==> config.mk <==
export PLATFORM = sky130hd
export DESIGN_NAME = ama_riscv_perf_event_gen_flat
export DESIGN_NICKNAME = d
export VERILOG_FILES = /design/src/rtl/ama_riscv_perf_event_gen_if.sv /design/src/rtl/ama_riscv_perf_event_gen.sv /design/src/flat_wrapper.sv
export SDC_FILE = /design/constraint.sdc
export NUM_CORES = 1
export LEC_CHECK = 0
export ABC_AREA = 1
export CAP_MARGIN = 10
export CELL_PAD_IN_SITES_DETAIL_PLACEMENT = 0
export CELL_PAD_IN_SITES_GLOBAL_PLACEMENT = 1
export CORE_AREA = 2 2 39 41
export CTS_CLUSTER_SIZE = 16
export DETAILED_ROUTE_END_ITERATION = 8
export DIE_AREA = 0 0 41 43
export DONT_BUFFER_PORTS = 1
export GPL_TIMING_DRIVEN = 0
export PLACE_DENSITY = 0.77
export SYNTH_ARGS = -nofsm -noshare
export SYNTH_HDL_FRONTEND = slang
export SYNTH_SLANG_ARGS = --single-unit
==> constraint.sdc <==
create_clock -name clk -period 1.2 [get_ports clk]
set_input_delay 0.12 -clock clk [delete_from_list [all_inputs] [get_ports clk]]
set_output_delay 0.12 -clock clk [all_outputs]
set_load 0.05 [all_outputs]
==> src/rtl/ama_riscv_perf_event_gen_if.sv <==
// Pipeline status in, registered perf events out.
// Optional freeze input under PERF_EVENT_FREEZE_EN.
package ama_riscv_perf_pkg;

  typedef struct packed {
    logic bad_spec;
    logic be;
    logic be_dc;
    logic fe;
    logic fe_ic;
    logic ret_simd;
  } perf_event_t;

endpackage

interface ama_riscv_perf_event_gen_if;
  import ama_riscv_perf_pkg::*;

`ifdef PERF_EVENT_FREEZE_EN
  logic        freeze;
`endif
  logic        dec_valid;
  logic        fe_stall;
  logic        ic_miss;
  logic        be_stall;
  logic        dc_miss;
  logic        flush;
  logic        ret_valid;
  logic        ret_simd;
  perf_event_t perf_event;
  logic        inst_to_be_retired;

  modport master (
`ifdef PERF_EVENT_FREEZE_EN
    output freeze,
`endif
    output dec_valid,
    output fe_stall,
    output ic_miss,
    output be_stall,
    output dc_miss,
    output flush,
    output ret_valid,
    output ret_simd,
    input  perf_event,
    input  inst_to_be_retired
  );

  modport slave (
`ifdef PERF_EVENT_FREEZE_EN
    input  freeze,
`endif
    input  dec_valid,
    input  fe_stall,
    input  ic_miss,
    input  be_stall,
    input  dc_miss,
    input  flush,
    input  ret_valid,
    input  ret_simd,
    output perf_event,
    output inst_to_be_retired
  );

endinterface

==> src/rtl/ama_riscv_perf_event_gen.sv <==
// Per-cycle issue-slot classifier for the hpm counters.
// Define PERF_EVENT_FREEZE_EN to add the freeze input.
module ama_riscv_perf_event_gen
  import ama_riscv_perf_pkg::*;
#(
  parameter int unsigned FLUSH_SHADOW = 2
) (
  input logic                   clk,
  input logic                   rst_n,
  ama_riscv_perf_event_gen_if.slave bus
);

  localparam logic [3:0] SH_LOAD = 4'(FLUSH_SHADOW);

  typedef enum logic {
    IDLE,
    SHADOW
  } state_t;

  state_t      state_q;
  state_t      state_d;
  logic [3:0]  sh_cnt_q;
  logic [3:0]  sh_cnt_d;
  logic        in_shadow;
  perf_event_t ev_d;

  // Shadow FSM: refill bubbles after a redirect belong to bad spec.
  always_comb begin
    state_d  = state_q;
    sh_cnt_d = sh_cnt_q;
    unique case (state_q)
      IDLE: begin
        if (bus.flush) begin
          state_d  = SHADOW;
          sh_cnt_d = SH_LOAD;
        end
      end
      SHADOW: begin
        if (bus.flush) begin
          state_d  = SHADOW;
          sh_cnt_d = SH_LOAD;
        end else if (bus.dec_valid || sh_cnt_q == 4'd1) begin
          state_d  = IDLE;
          sh_cnt_d = 4'd0;
        end else begin
          sh_cnt_d = sh_cnt_q - 4'd1;
        end
      end
      default: begin
        state_d  = IDLE;
        sh_cnt_d = 4'd0;
      end
    endcase
  end

  // Mutually exclusive top-level slot attribution plus sub-events.
  always_comb begin
    ev_d      = '0;
    in_shadow = bus.flush | (state_q == SHADOW);
    ev_d.be   = bus.be_stall;
    ev_d.bad_spec = !bus.be_stall
                  & in_shadow
                  & !bus.dec_valid;
    ev_d.fe   = !bus.be_stall
              & !in_shadow
              & bus.fe_stall
              & !bus.dec_valid;
    ev_d.be_dc    = ev_d.be & bus.dc_miss;
    ev_d.fe_ic    = ev_d.fe & bus.ic_miss;
    ev_d.ret_simd = bus.ret_valid & bus.ret_simd;
`ifdef PERF_EVENT_FREEZE_EN
    if (bus.freeze) begin
      ev_d = '0;
    end
`endif
  end

  // FSM state and counter registers.
  always_ff @(posedge clk) begin
    if (!rst_n) begin
      state_q  <= IDLE;
      sh_cnt_q <= 4'd0;
    end else begin
      state_q  <= state_d;
      sh_cnt_q <= sh_cnt_d;
    end
  end

  // Registered outputs, one cycle after sampling.
  always_ff @(posedge clk) begin
    if (!rst_n) begin
      bus.perf_event         <= '0;
      bus.inst_to_be_retired <= 1'b0;
    end else begin
      bus.perf_event         <= ev_d;
      bus.inst_to_be_retired <= bus.ret_valid;
    end
  end

  // At most one top-level event per slot.
  a_onehot : assert property (
    @(posedge clk) disable iff (!rst_n)
    $onehot0({bus.perf_event.be,
              bus.perf_event.bad_spec,
              bus.perf_event.fe})
  );

endmodule
==> src/flat_wrapper.sv <==
// flat-port wrapper written by rule: the top's interface ports become plain ports
module ama_riscv_perf_event_gen_flat import ama_riscv_perf_pkg::*;
#(
  parameter int unsigned FLUSH_SHADOW = 2
)
  (clk, rst_n, bus_dec_valid, bus_fe_stall, bus_ic_miss, bus_be_stall, bus_dc_miss, bus_flush, bus_ret_valid, bus_ret_simd, bus_perf_event, bus_inst_to_be_retired);
  ama_riscv_perf_event_gen_if bus_i ();
  input logic clk;
  input logic rst_n;
  input wire logic [$bits(bus_i.dec_valid)-1:0] bus_dec_valid;
  input wire logic [$bits(bus_i.fe_stall)-1:0] bus_fe_stall;
  input wire logic [$bits(bus_i.ic_miss)-1:0] bus_ic_miss;
  input wire logic [$bits(bus_i.be_stall)-1:0] bus_be_stall;
  input wire logic [$bits(bus_i.dc_miss)-1:0] bus_dc_miss;
  input wire logic [$bits(bus_i.flush)-1:0] bus_flush;
  input wire logic [$bits(bus_i.ret_valid)-1:0] bus_ret_valid;
  input wire logic [$bits(bus_i.ret_simd)-1:0] bus_ret_simd;
  output wire logic [$bits(bus_i.perf_event)-1:0] bus_perf_event;
  output wire logic [$bits(bus_i.inst_to_be_retired)-1:0] bus_inst_to_be_retired;
  assign bus_i.dec_valid = bus_dec_valid;
  assign bus_i.fe_stall = bus_fe_stall;
  assign bus_i.ic_miss = bus_ic_miss;
  assign bus_i.be_stall = bus_be_stall;
  assign bus_i.dc_miss = bus_dc_miss;
  assign bus_i.flush = bus_flush;
  assign bus_i.ret_valid = bus_ret_valid;
  assign bus_i.ret_simd = bus_ret_simd;
  assign bus_perf_event = bus_i.perf_event;
  assign bus_inst_to_be_retired = bus_i.inst_to_be_retired;
  ama_riscv_perf_event_gen #(.FLUSH_SHADOW(FLUSH_SHADOW)) u_core (.clk(clk), .rst_n(rst_n), .bus(bus_i));
endmodule
==> out/metrics.csv, run 1 <==
metric;value;unit
status;finished clean;
crit-path cells;dlygate4sd3_1, nand2_1, nor2_1, dlygate4sd3_1;
CTS max path bufs;2;
clock skew;0.00204;ns
Synth area leaders;dfxtp_1 (50%), nand2_1 (9.4%), inv_1 (7.0%), nor2_1 (6.2%), ha_1 (5.2%);
synthesized cell area;482;um2
min cycle time layout;1.18;ns
drt wl/cell;9.74;um
CTS clk-pin slew, worst paths;0.07;ns
vias in the first global route;346;
DR iter-0 viols;2;
clock power share;30.6;%
H-tree levels;1;
reg-to-reg critical path endpoint;u_core.sh_cnt_q[2];
vias after detailed routing;371;
Skew-Pair Late Insertion Delay;0.26;ns
post-route setup TNS;0;ns
ys flop type;dfxtp_1;
register area;240;um2
IO Port Bufs;0;
Layout area overhead;27.5;%
WL final;838;um
GP Congestion;0.719;
Setup CP Type;in -> reg;
post-synthesis register bit count;12;
final cycle utilization of the critical path;98.1;%
crit path max-delay cell type;dlygate4sd3_1;
post-cts sizing count;0;
ANT cells;0;
fill cell count;132;
Starting Density;34.8;%
final hold viol count;0;
endpoints failing setup;0;
Netlist cell types;15;
GRT Overall Usage;12.9;%
Max stage delay on crit path;0.54;ns
switching power;0.194;mW
Final Non-Filler Cells;86;
fin. max-slew vios;0;
grt total ovfl;0;
crit path to;u_core.bus.perf_event[3];
core area;1380;um2
TritonCTS clock tree;built;
largest net degree at the start of global routing;7;
P per Cell Area;1250;nW/um2
Synth Area per Inst;8.31;um2
Comb power frac;10.4;%
switching share of total power;25.4;%
antenna violations before repair;0;
placed insts;74;
Worst R2R Path Depth;7;
Pre-antenna DRT Iters;4;
Critical Path AT;1.33;ns
RSZ-0062 raised after global routing;false;
Rows;14;
die area;1760;um2
Post-synth EDFFs;0;
portion of total power attributed to sequential cells;59.0;%
Crit path required time;1.35;ns
remaining antenna violation count;0;
HP Start;bus_flush;
worst-margin pin slew;0.488;ns
leakage power;0.278;nW
area of the multi-input gates;204;um2
worst hold stages;2;
Post-synth top cells;dfxtp_1 (12), nand2_1 (12), inv_1 (9), nor2_1 (8), a21oi_1 (4);
Final Util;44.4;%
Final #Nets;84;
fmax;849;MHz
top-area cell type share of the netlist area;49.9;%
worst reg2reg setup slack;0.14;ns
die width;41;um
Worst Path Max Fanout;2;
Mapped Cells;58;
Max Cap Viol;0;
post-synth top area cell;dfxtp_1;
Vias/cell;4.31;
Synth async-reset ratio;0;%
endpoint class of the critical path;register;
Synthesis Warnings;0;
share of cells above drive strength 1;12.9;%
sequential area share after synthesis;49.9;%
max_slew headroom;67.4;%
post-DP HPWL;581;um
Chip Height;43;um
first-pass GRT wire length;1440;um
worst vdd ir;0.993;mV
clock sinks;12;
post-CTS setup repair buffer count;0;
Most common cell on crit path;dlygate4sd3_1;
Int Power;0.572;mW
worst min-delay path class;in -> reg;
clock buffer count from CTS;3;
drc violations;0;
I/O Pins;17;
RR Startpoint;u_core.sh_cnt_q[1];
Clock Root Buffer;clkbuf_4;
syn nets;70;
Setup crit start;bus_be_stall;
crit path launch type;primary input;
## cell type report
cell class              count  area share [%]
well taps                  16            3.26
inverters                  10            6.11
multi-input cells          36            33.2
flip-flops and latches     12            39.1
repair buffers              9            14.7
clock buffers               3            3.67
## layer usage
metal,vias up,wire (um),part of all wire [%],global-route usage (%)
met3,2,42,5.0,5.24
li1,201,-,-,-
met2,12,392,47,18.4
met5,-,0,0,0
met4,0,18,2.1,8.00
met1,156,385,46,15.2
## worst min-delay path by stage
stage                                               end  slack (ns)
after floorplan           u_core.bus.inst_to_be_retired        0.23
final                                    u_core.state_q       0.004
after global placement         u_core.bus.perf_event[3]        0.23
after detailed placement       u_core.bus.perf_event[3]        0.24
after global routing                     u_core.state_q       0.006
after CTS                                u_core.state_q       0.001
## flip-flops by register name, indices dropped and copies added (netlist names)
name,count
u_core.bus.perf_event,6
u_core.sh_cnt_q,4
u_core.bus.inst_to_be_retired,1
u_core.state_q,1
## critical path: cells and delay by family
kind	cells	cell delay [ns]
buffers and inverters	2	1.08
and+or+nand+nor	2	0.13
## layout by cell type (no fill, tap or decap)
master / count
a21oi_1: 4
clkbuf_4: 3
dfxtp_1: 12
dlygate4sd3_1: 9
ha_1: 2
inv_1: 9
inv_2: 1
nand2_1: 12
nand2_2: 1
nand3b_1: 1
nor2_1: 8
nor2_2: 1
nor2_4: 2
nor3b_2: 1
o21a_1: 2
o21ai_0: 1
xor2_1: 1
## logic make-up after synthesis
family	synth area share, %
adder cells (fa/ha/maj)	5.19
XOR/XNOR	1.82
buffers and inverters	7.79
AO/OA/AOI/OAI	8.31
flip-flops	49.9
AND/OR/NAND/NOR	27.0
## what timing repair did
action | CTS | global route
setup endpoints to repair | 0 | 0
hold endpoints to repair | 5 | 0
hold buffers | 9 | 0
## through the flow
step           setup WS, ns  area (um2)  hold WS (ns)  total power, mW
4_1_cts              0.0598         614       0.00114            0.771
3_3_place_gp          0.135         502         0.234            0.519
5_1_grt             0.00151         614       0.00602            0.807
6_report             0.0226         614       0.00429            0.766
3_5_place_dp          0.135         502         0.239            0.520
2_1_floorplan         0.225         482         0.231            0.509
## power groups by stage
| stage | Sequential (mW) | Combinational (mW) | Clock [mW] |
|---|---|---|---|
| floorplan | 0.459 | 0.0496 | 0 |
| global placement | 0.461 | 0.0574 | 0 |
| detailed placement | 0.461 | 0.0584 | 0 |
| CTS | 0.452 | 0.0796 | 0.239 |
| global route | 0.454 | 0.0903 | 0.263 |
| finish | 0.452 | 0.0795 | 0.235 |
(Power assumes the default switching activity.)
==> run 2: changes to the inputs <==
--- a/config.mk
+++ b/config.mk
@@ -10,7 +10,7 @@
 export CELL_PAD_IN_SITES_DETAIL_PLACEMENT = 0
 export CELL_PAD_IN_SITES_GLOBAL_PLACEMENT = 1
 export CORE_AREA = 2 2 39 41
-export CTS_CLUSTER_SIZE = 16
+export CTS_CLUSTER_SIZE = 8
 export DETAILED_ROUTE_END_ITERATION = 8
 export DIE_AREA = 0 0 41 43
 export DONT_BUFFER_PORTS = 1
==> results of run 2 <==
Same layout as run 1: the final DEF is identical, and so are final timing and power.
